**src/rtl/usb_tx_pkg.sv**
```systemverilog
// Shared types and defaults for the USB transmit-path arbiter.
package usb_tx_pkg;

   localparam int TX_DATA_W      = 64;
   localparam int TX_NUM_REQ_DEF = 4;
   localparam int TX_TIMEOUT_DEF = 1024;

   typedef enum logic [2:0] {
      IDLE,
      ARB,
      LOAD,
      START,
      WAIT_ACK,
      COMPLETE,
      ABORT,
      DRAIN
   } tx_state_e;

endpackage

```
**src/rtl/usb_tx_arbiter_pick.sv**
```systemverilog
// rr_arbiter_pick: combinational round-robin search starting at ptr.
module rr_arbiter_pick
   import usb_tx_pkg::*;
#(
   parameter int NUM_REQ = TX_NUM_REQ_DEF,
   parameter int IDX_W   = $clog2(NUM_REQ)
) (
   input  logic [NUM_REQ-1:0] req,
   input  logic [IDX_W-1:0]   ptr,
   output logic [IDX_W-1:0]   winner,
   output logic               valid
);

   // Walk the offsets from farthest to nearest so the nearest hit to ptr is kept.
   always_comb begin
      winner = ptr;
      valid  = |req;
      for (int k = NUM_REQ - 1; k >= 0; k--) begin
         if (req[(int'(ptr) + k) % NUM_REQ]) begin
            winner = IDX_W'((int'(ptr) + k) % NUM_REQ);
         end
      end
   end

endmodule

```
**src/rtl/usb_tx_arbiter.sv**
```systemverilog
// usb_tx_arbiter: round-robin owner of the shared USB transmit path (tcu, shift regs, CRC).
// Packet/timeout counters exist only when TX_ARB_STATS_EN is defined.
module usb_tx_arbiter
   import usb_tx_pkg::*;
#(
   parameter int NUM_REQ        = TX_NUM_REQ_DEF,
   parameter int TIMEOUT_CYCLES = TX_TIMEOUT_DEF,
   parameter int DATA_W         = TX_DATA_W
) (
   input  logic                      clk,
   input  logic                      n_rst,
   input  logic [NUM_REQ-1:0]        req,
   input  logic [NUM_REQ*DATA_W-1:0] req_data,
   output logic [NUM_REQ-1:0]        grant,
   output logic [NUM_REQ-1:0]        done,
   output logic [NUM_REQ-1:0]        err,
   output logic                      busy,
   output logic [DATA_W-1:0]         trans_data,
   output logic                      trans_data_ready,
   input  logic                      handshake_ack,
   input  logic                      idle_transmitting,
   output logic [2:0]                dbg_state
`ifdef TX_ARB_STATS_EN
   ,
   output logic [15:0]               pkt_count,
   output logic [15:0]               timeout_count
`endif
);

   localparam int IDX_W = $clog2(NUM_REQ);
   localparam int CNT_W = $clog2(TIMEOUT_CYCLES);
   localparam logic [CNT_W-1:0] CNT_LAST = CNT_W'(TIMEOUT_CYCLES - 1);
   localparam logic [IDX_W-1:0] IDX_LAST = IDX_W'(NUM_REQ - 1);

   tx_state_e          state;
   tx_state_e          state_nxt;
   logic [IDX_W-1:0]   ptr;
   logic [IDX_W-1:0]   winner;
   logic [IDX_W-1:0]   pick;
   logic               pick_valid;
   logic [CNT_W-1:0]   cnt;
   logic [NUM_REQ-1:0] owner;
   logic               owns;

   rr_arbiter_pick #(
      .NUM_REQ (NUM_REQ),
      .IDX_W   (IDX_W)
   ) u_pick (
      .req    (req),
      .ptr    (ptr),
      .winner (pick),
      .valid  (pick_valid)
   );

   always_comb begin
      state_nxt = state;
      case (state)
         IDLE:     if ((|req) && idle_transmitting) state_nxt = ARB;
         ARB:      state_nxt = pick_valid ? LOAD : IDLE;
         LOAD:     state_nxt = START;
         START:    state_nxt = WAIT_ACK;
         WAIT_ACK: begin
            // An ack landing on the last counted cycle still completes the packet.
            if (handshake_ack)        state_nxt = COMPLETE;
            else if (cnt == CNT_LAST) state_nxt = ABORT;
         end
         COMPLETE: state_nxt = IDLE;
         ABORT:    state_nxt = DRAIN;
         DRAIN:    if (idle_transmitting) state_nxt = IDLE;
         default:  state_nxt = IDLE;
      endcase
   end

   always_comb begin
      owner            = '0;
      owner[winner]    = 1'b1;
      owns             = (state == LOAD) || (state == START) || (state == WAIT_ACK) ||
                         (state == COMPLETE) || (state == ABORT);
      grant            = owns ? owner : '0;
      done             = (state == COMPLETE) ? owner : '0;
      err              = (state == ABORT) ? owner : '0;
      busy             = (state != IDLE);
      trans_data_ready = (state == START);
      dbg_state        = state;
   end

   always_ff @(posedge clk or negedge n_rst) begin
      if (!n_rst) begin
         state      <= IDLE;
         ptr        <= '0;
         winner     <= '0;
         cnt        <= '0;
         trans_data <= '0;
      end else begin
         state <= state_nxt;
         if (state == ARB && pick_valid) winner <= pick;
         if (state == LOAD) trans_data <= req_data[int'(winner)*DATA_W +: DATA_W];
         if (state == START)         cnt <= '0;
         else if (state == WAIT_ACK) cnt <= cnt + 1'b1;
         // The served requester drops to lowest priority for the next round.
         if (state == COMPLETE || state == ABORT) begin
            ptr <= (winner == IDX_LAST) ? '0 : winner + 1'b1;
         end
      end
   end

`ifdef TX_ARB_STATS_EN
   always_ff @(posedge clk or negedge n_rst) begin
      if (!n_rst) begin
         pkt_count     <= '0;
         timeout_count <= '0;
      end else begin
         if (state == COMPLETE && pkt_count != 16'hFFFF)  pkt_count     <= pkt_count + 16'd1;
         if (state == ABORT && timeout_count != 16'hFFFF) timeout_count <= timeout_count + 16'd1;
      end
   end
`endif

endmodule

```
**config.mk**
```make
export PLATFORM = sky130hd
export DESIGN_NAME = usb_tx_arbiter
export DESIGN_NICKNAME = d
export VERILOG_FILES = /design/src/rtl/usb_tx_pkg.sv /design/src/rtl/usb_tx_arbiter_pick.sv /design/src/rtl/usb_tx_arbiter.sv
export SDC_FILE = /design/constraint.sdc
export NUM_CORES = 1
export LEC_CHECK = 0
export BUFFER_PORTS_ARGS = -buffer_cell sky130_fd_sc_hd__buf_4
export CORE_AREA = 3 3 132 134
export DETAILED_ROUTE_END_ITERATION = 10
export DIE_AREA = 0 0 135 137
export GPL_TIMING_DRIVEN = 0
export PLACE_DENSITY = 0.72
export SYNTH_ARGS = -nofsm -noshare
export SYNTH_HDL_FRONTEND = slang
export SYNTH_HIERARCHICAL = 1
export SYNTH_SLANG_ARGS = --single-unit
```
**constraint.sdc**
```tcl
create_clock -name clk -period 1.55 [get_ports clk]
set_input_delay 0.155 -clock clk [delete_from_list [all_inputs] [get_ports clk]]
set_output_delay 0.155 -clock clk [all_outputs]
set_load 0.02 [all_outputs]
```
Word level (Yosys, flattened, before mapping)
Index checks and enable logic that the tools add are counted.
{"block": "totals", "input_bits": 264, "output_inout_bits": 81, "elab_cells": 77, "regBits": 81}
{"block": "op_classes", "add_sub_neg": 5, "n_mux": 29, "n_shift": 1, "order_cmp": 6, "n_reduce_logical": 16, "eq_ne": 12, "bitwise_logic": 3}
{"operator": "variable part select 256 x 9 -> 64 bit", "n": 1}
{"operator": "one-hot mux 3 bit (8 select lines)", "n": 1}
{"operator": "two-way mux 10 bit", "n": 2}
{"operator": "== test 3 bit (second input constant)", "n": 4}
{"operator": "less-than comparator 3 x 4 -> 1 bit (second input constant)", "n": 3}
{"operator": "two-way mux 2 bit", "n": 6}
{"operator": "two-way mux 3 bit", "n": 4}
{"operator": "two-way mux 4 bit", "n": 3}
{"operator": "adder 10 x 1 -> 10 bit (second input constant)", "n": 1}
{"operator": "== test 10 bit (second input constant)", "n": 1}
{"operator": "binary-select mux 1 bit (select 2 bit)", "n": 4}
{"operator": "two-way mux 1 bit", "n": 8}
{"operator": "== test 3 x 2 -> 1 bit (second input constant)", "n": 2}
{"operator": "less-than comparator 2 x 3 -> 1 bit (second input constant)", "n": 2}
{"operator": "OR reduction 2 bit", "n": 3}
{"operator": "logical OR 1 bit", "n": 5}
{"operator": "adder 2 x 1 -> 2 bit (second input constant)", "n": 2}
{"operator": "adder 2 bit (second input constant)", "n": 2}
{"operator": "!= test 2 bit (second input constant)", "n": 2}
{"operator": "OR reduction 4 bit", "n": 1}
{"operator": "bitwise AND 1 bit (first input constant)", "n": 3}
{"operator": "== test 3 x 1 -> 1 bit (second input constant)", "n": 1}
{"operator": "logical AND 1 bit", "n": 3}
{"operator": "zero test 3 bit", "n": 1}
{"operator": "other kinds (7)", "n": 7}

Longest topological paths before layout
{"block": "depth", "ltp_word": 10, "depth_mapped": 5, "mapped_depth_nobuf": 5}

Hierarchy
The synthesis kept the hierarchy.
{"module": "usb_tx_arbiter", "cells_each": 325, "seq_area_each_um2": 2026.9, "n_inst": 1, "area_per_inst_um2": 4944.7}
{"module": "rr_arbiter_pick", "cells_each": 16, "seq_area_each_um2": 0.0, "n_inst": 1, "area_per_inst_um2": 100.1}

Worst setup path before layout
Ideal clock, no wire load.
{"block": "synth_timing", "path_kind": "reg-to-reg", "start": "register winner[1]", "end": "register ptr[1]", "setup_time_ns": 0.125, "setup_slack_ns": -0.098, "path_stages_with_launch": 6, "synth_period_minus_slack_ns": 1.648, "arrival_time_ns": 1.524, "required_ns": 1.425, "n_path_buf": 2, "path_cell_list": "dfrtp_1 > buf_2 > buf_1 > inv_1 > ha_1 > mux2_2"}
{"block": "synth_between", "elab_chain_cells": 2, "elab_cells_between_ends": 3, "classes_between": "add/sub: 1; eq/ne: 1; mux: 1"}
{"element": "start: declaration", "line_no": "usb_tx_arbiter.sv:38", "rtl": "logic [IDX_W-1:0] winner;"}
{"element": "start signal: assignment", "line_no": "usb_tx_arbiter.sv:96", "rtl": "if (state == ARB && pick_valid) winner <= pick;"}
{"element": "adder 2 x 1 -> 2 bit / == test 2 bit (equally long branches)", "line_no": "usb_tx_arbiter.sv:102", "rtl": "ptr <= (winner == IDX_LAST) ? '0 : winner + 1'b1;"}
{"element": "two-way mux 2 bit *", "line_no": "usb_tx_arbiter.sv:102"}
{"element": "end signal: assignment", "line_no": "usb_tx_arbiter.sv:102"}
{"element": "end: declaration", "line_no": "usb_tx_arbiter.sv:37", "rtl": "logic [IDX_W-1:0] ptr;"}
Mark *: on every way between the ends. The rest lies on a longest branch, timed or not.
A chain may end at the register's enable or synchronous reset.

Worst setup path after layout
{"block": "layout_timing", "start": "register state[0] (netlist: dbg_state[0])", "end": "register cnt[7]"}
{"block": "layout_between", "elab_chain_cells": 2, "elab_cells_between_ends": 4, "classes_between": "eq/ne: 2; mux: 1; reduce/logical: 1"}
{"element": "start: declaration", "line_no": "usb_tx_arbiter.sv:35", "rtl": "tx_state_e state;"}
{"element": "start signal: assignment", "line_no": "usb_tx_arbiter.sv:95", "rtl": "state <= state_nxt;"}
{"element": "== test 3 x 2 -> 1 bit / == test 3 bit (equally long branches)", "line_no": "usb_tx_arbiter.sv:98, usb_tx_arbiter.sv:99"}
{"element": "two-way mux 10 bit / nonzero test 2 bit (equally long branches)"}
{"element": "end signal: assignment", "line_no": "usb_tx_arbiter.sv:99", "rtl": "else if (state == WAIT_ACK) cnt <= cnt + 1'b1;"}
{"element": "end: declaration", "line_no": "usb_tx_arbiter.sv:41", "rtl": "logic [CNT_W-1:0] cnt;"}
Several ways; a longest one is shown, not always the timed one.

==> flow_summary.toml <==
[power_and_ir_drop]
p_sw_frac = 0.3658
peakVddDrop_mv = 1.289
seqPwrFrac = 0.214
clkPwrFrac = 0.124
p_leak_nw = 4.333
p_switching_mw = 6.470
p_per_area_nw_per_um2 = 1891
intPower_mw = 11.22
combPwrFrac = 0.662

[worst_setup_path]
cp.required_ns = 1.77
slowest_delay_ns = 0.43
critPathMaxFanout = 10
cpMaxStageDelayCell = "dfrtp_2"
startpoint_type = "register"
crit_chain = "buf_6, or3b_4, buf_8, o311ai_4, o41ai_2"
end_kind = "register"
crit_arrival_ns = 1.92
worstSetupPathType = "register to register"

[run]
cap_viol_max_count = 0

[synthesis]
synth-async-reset-ratio = 1.000
ys_warn_count = 6
ys_top_cells_by_count = "dfrtp_1 (81), mux2_2 (67), mux4_2 (64)"
synth_cells = 341
synth_cell_type_count = 45
synth_area_leaders = "dfrtp_1 (40%), mux4_2 (29%), mux2_2 (15%)"
synth.net_count = 610
syn_avg_cell_area_um2 = 14.79
ys_seq_area_frac = 0.4018
synth_top_area_frac = 0.4018
synth_flop_cell = "dfrtp_1"
synth-edff-count = 0
yosys.area.top_type = "dfrtp_1"
synth-seq-cells = 81
syn_area_um2 = 5045
yosysMostFrequentCell = "dfrtp_1"

[route]
wl_per_cell_um = 20.86
vias = 4993
drt_iter0_markers = 166
first_pass_iters = 4
vias_per_cell = 5.185
drc_errors = 0
wl_um = 20090
ant_nets = 0

[sta]
setup_slack_ns = -0.1534
min_period_over_period = 1.099
fin_tns_setup_ns = -7.160
setup_viol = 83
finalHoldViolCount = 3
fin_crit_ns = 1.703
worstMarginPinSlew_ns = 1.062
fin_worst_skew_ns = 0.009240
max_freq_mhz = 587.1
max-slew-margin-rel = 0.2919
finalMaxSlewViolations = 0
worst_hold_slack_ns = -0.006201
rsz0062_at_grt = "yes"

[status]
violations = "negative hold slack, negative setup slack"
outcome = "finished, violations left"

[global_route]
grt_overflow = 0
antenna_found_initial = 0
grt_pass1_wl_um = 28550
globalRouteTotalUtil = 0.1989
grt_pass1_vias = 5361
grt_max_degree = 82

[floorplan]
coreArea_um2 = 16410
chipWidth_um = 135
num_rows = 47
num_io_pins = 345
dieHeight_um = 137
start_util = 0.3075
die_area_um2 = 18500

[placed_design]
dpl.cell_count = 905
gp_congestion = 0.8018
place_ws_ns = -0.5554
hpwl_um = 14920
portBuffers = 344

[finish]
diodes = 0
syn2layout_area_growth_pct = 85.44
nFillCells = 1333
drive_gt1_frac = 0.8062
nets = 1007
finalNonFillerCells = 963

[cts]
holdBufCountCts = 0
cts_sinks = 81
cts.clk_slew.worst_paths_ns = 0.06
cts-root-buf = "clkbuf_16"
clk_path_buf_depth = 2
ctsHtreeMaxLevel = 3
cts_tree = "built"
numCtsBuffers = 9
insertion_delay_ns = 0.34

[min_path]
hp-class = "input port to asynchronous set/reset pin"
[cells by family after synthesis]
group	after synthesis	share of synthesized area
compound gates	29	0.03944
fa+ha+maj	5	0.01240
buf+inv	32	0.03596
flops	81	0.4018
mux	134	0.4412
simple gates	60	0.06920
[layout make-up]
type                    instances  area, um2  share of cell area
plain buffers                  25      351.6             0.03758
clock buffers                  13      260.3             0.02782
clock inverters                 3      40.04            0.004280
inverters                       6      42.54            0.004547
multi-input cells             228       3183              0.3402
flip-flops and latches         81       2032              0.2172
well taps                     220      275.3             0.02942
repair buffers                387       3171              0.3389
[flip-flops by register name (all words and copies together) (netlist names)]
register and count:
cnt 10, dbg_state 3, ptr 2, trans_data 64
winner 2
[worst max-delay path: cells and delay by family (launching register included)]
kind                   cells  cell delay [ns]
and+or+nand+nor            1             0.42
AOI/OAI and AO/OA          2             0.42
DFF                        1             0.43
buffers and inverters      2             0.31
[power by group through the flow]
stage	clock [mW]	combinational [mW]	sequential (mW)
floorplan	0	4.53	4.81
global placement	0	8.70	3.74
detailed placement	0	8.91	3.82
CTS	2.26	11.0	3.76
global route	2.33	12.3	3.92
finish	2.19	11.7	3.79
[per-stage QoR]
stage,hold WS (ns),util,power (mW),area [um2]
5_1_grt,0.08669,0.5702,18.59,9355
2_1_floorplan,-0.1406,-,9.335,5056
6_report,-0.006201,0.5702,17.69,9355
3_5_place_dp,0.4113,0.4823,12.73,7914
3_3_place_gp,0.3927,0.4823,12.44,7914
4_1_cts,0.03341,0.5501,17.07,9026
[repair_timing]
item | CTS | global route
endpoints found under the setup margin | 83 | 90
resized for setup | 137 | 49
pin swaps | 15 | 8
buffers inserted | 28 | 9
cloned | 3 | 3
[final timing paths]
check | startpoint | end | slack, ns | depth (start not counted)
worst max-delay path | dbg_state[0] | cnt[7] | -0.15 | 5
worst min-delay path | n_rst | cnt[0] | -0.006 | 1
worst max register to register | dbg_state[0] | cnt[7] | -0.15 | 5
worst min register to register | cnt[9] | cnt[9] | 0.48 | 1
max in group asynchronous | n_rst | winner[0] | 0.83 | 1
min in group clk | handshake_ack | dbg_state[1] | 0.09 | 2
[routing by layer]
metal	part of all wire	wire length, um	GRT usage	vias up
met5	0	0	0	-
met4	0.017	341	0.05599	0
met3	0.076	1534	0.04375	27
met2	0.53	10720	0.3588	255
met1	0.37	7491	0.2399	2542
li1	-	-	-	2169
[cell usage in the layout, fill, tap and decap left out, drive strengths merged, types with 2 or more instances in the layout]
cell type  netlist  layout
buf             22     405
dfrtp           81      81
mux2            67      67
mux4            64      64
clkbuf           4      20
nand2           17      17
and3            10      10
o21ai            9       9
nand3            7       7
inv              6       5
ha               5       5
and2             4       4
a21oi            4       4
nor3             4       4
nor2             3       3
mux2i            3       3
o41ai            3       3
clkinv           0       3
and2b            3       3
o311ai           2       2
a31oi            2       2
nor2b            2       2
Power figures use the tool's default switching activity.
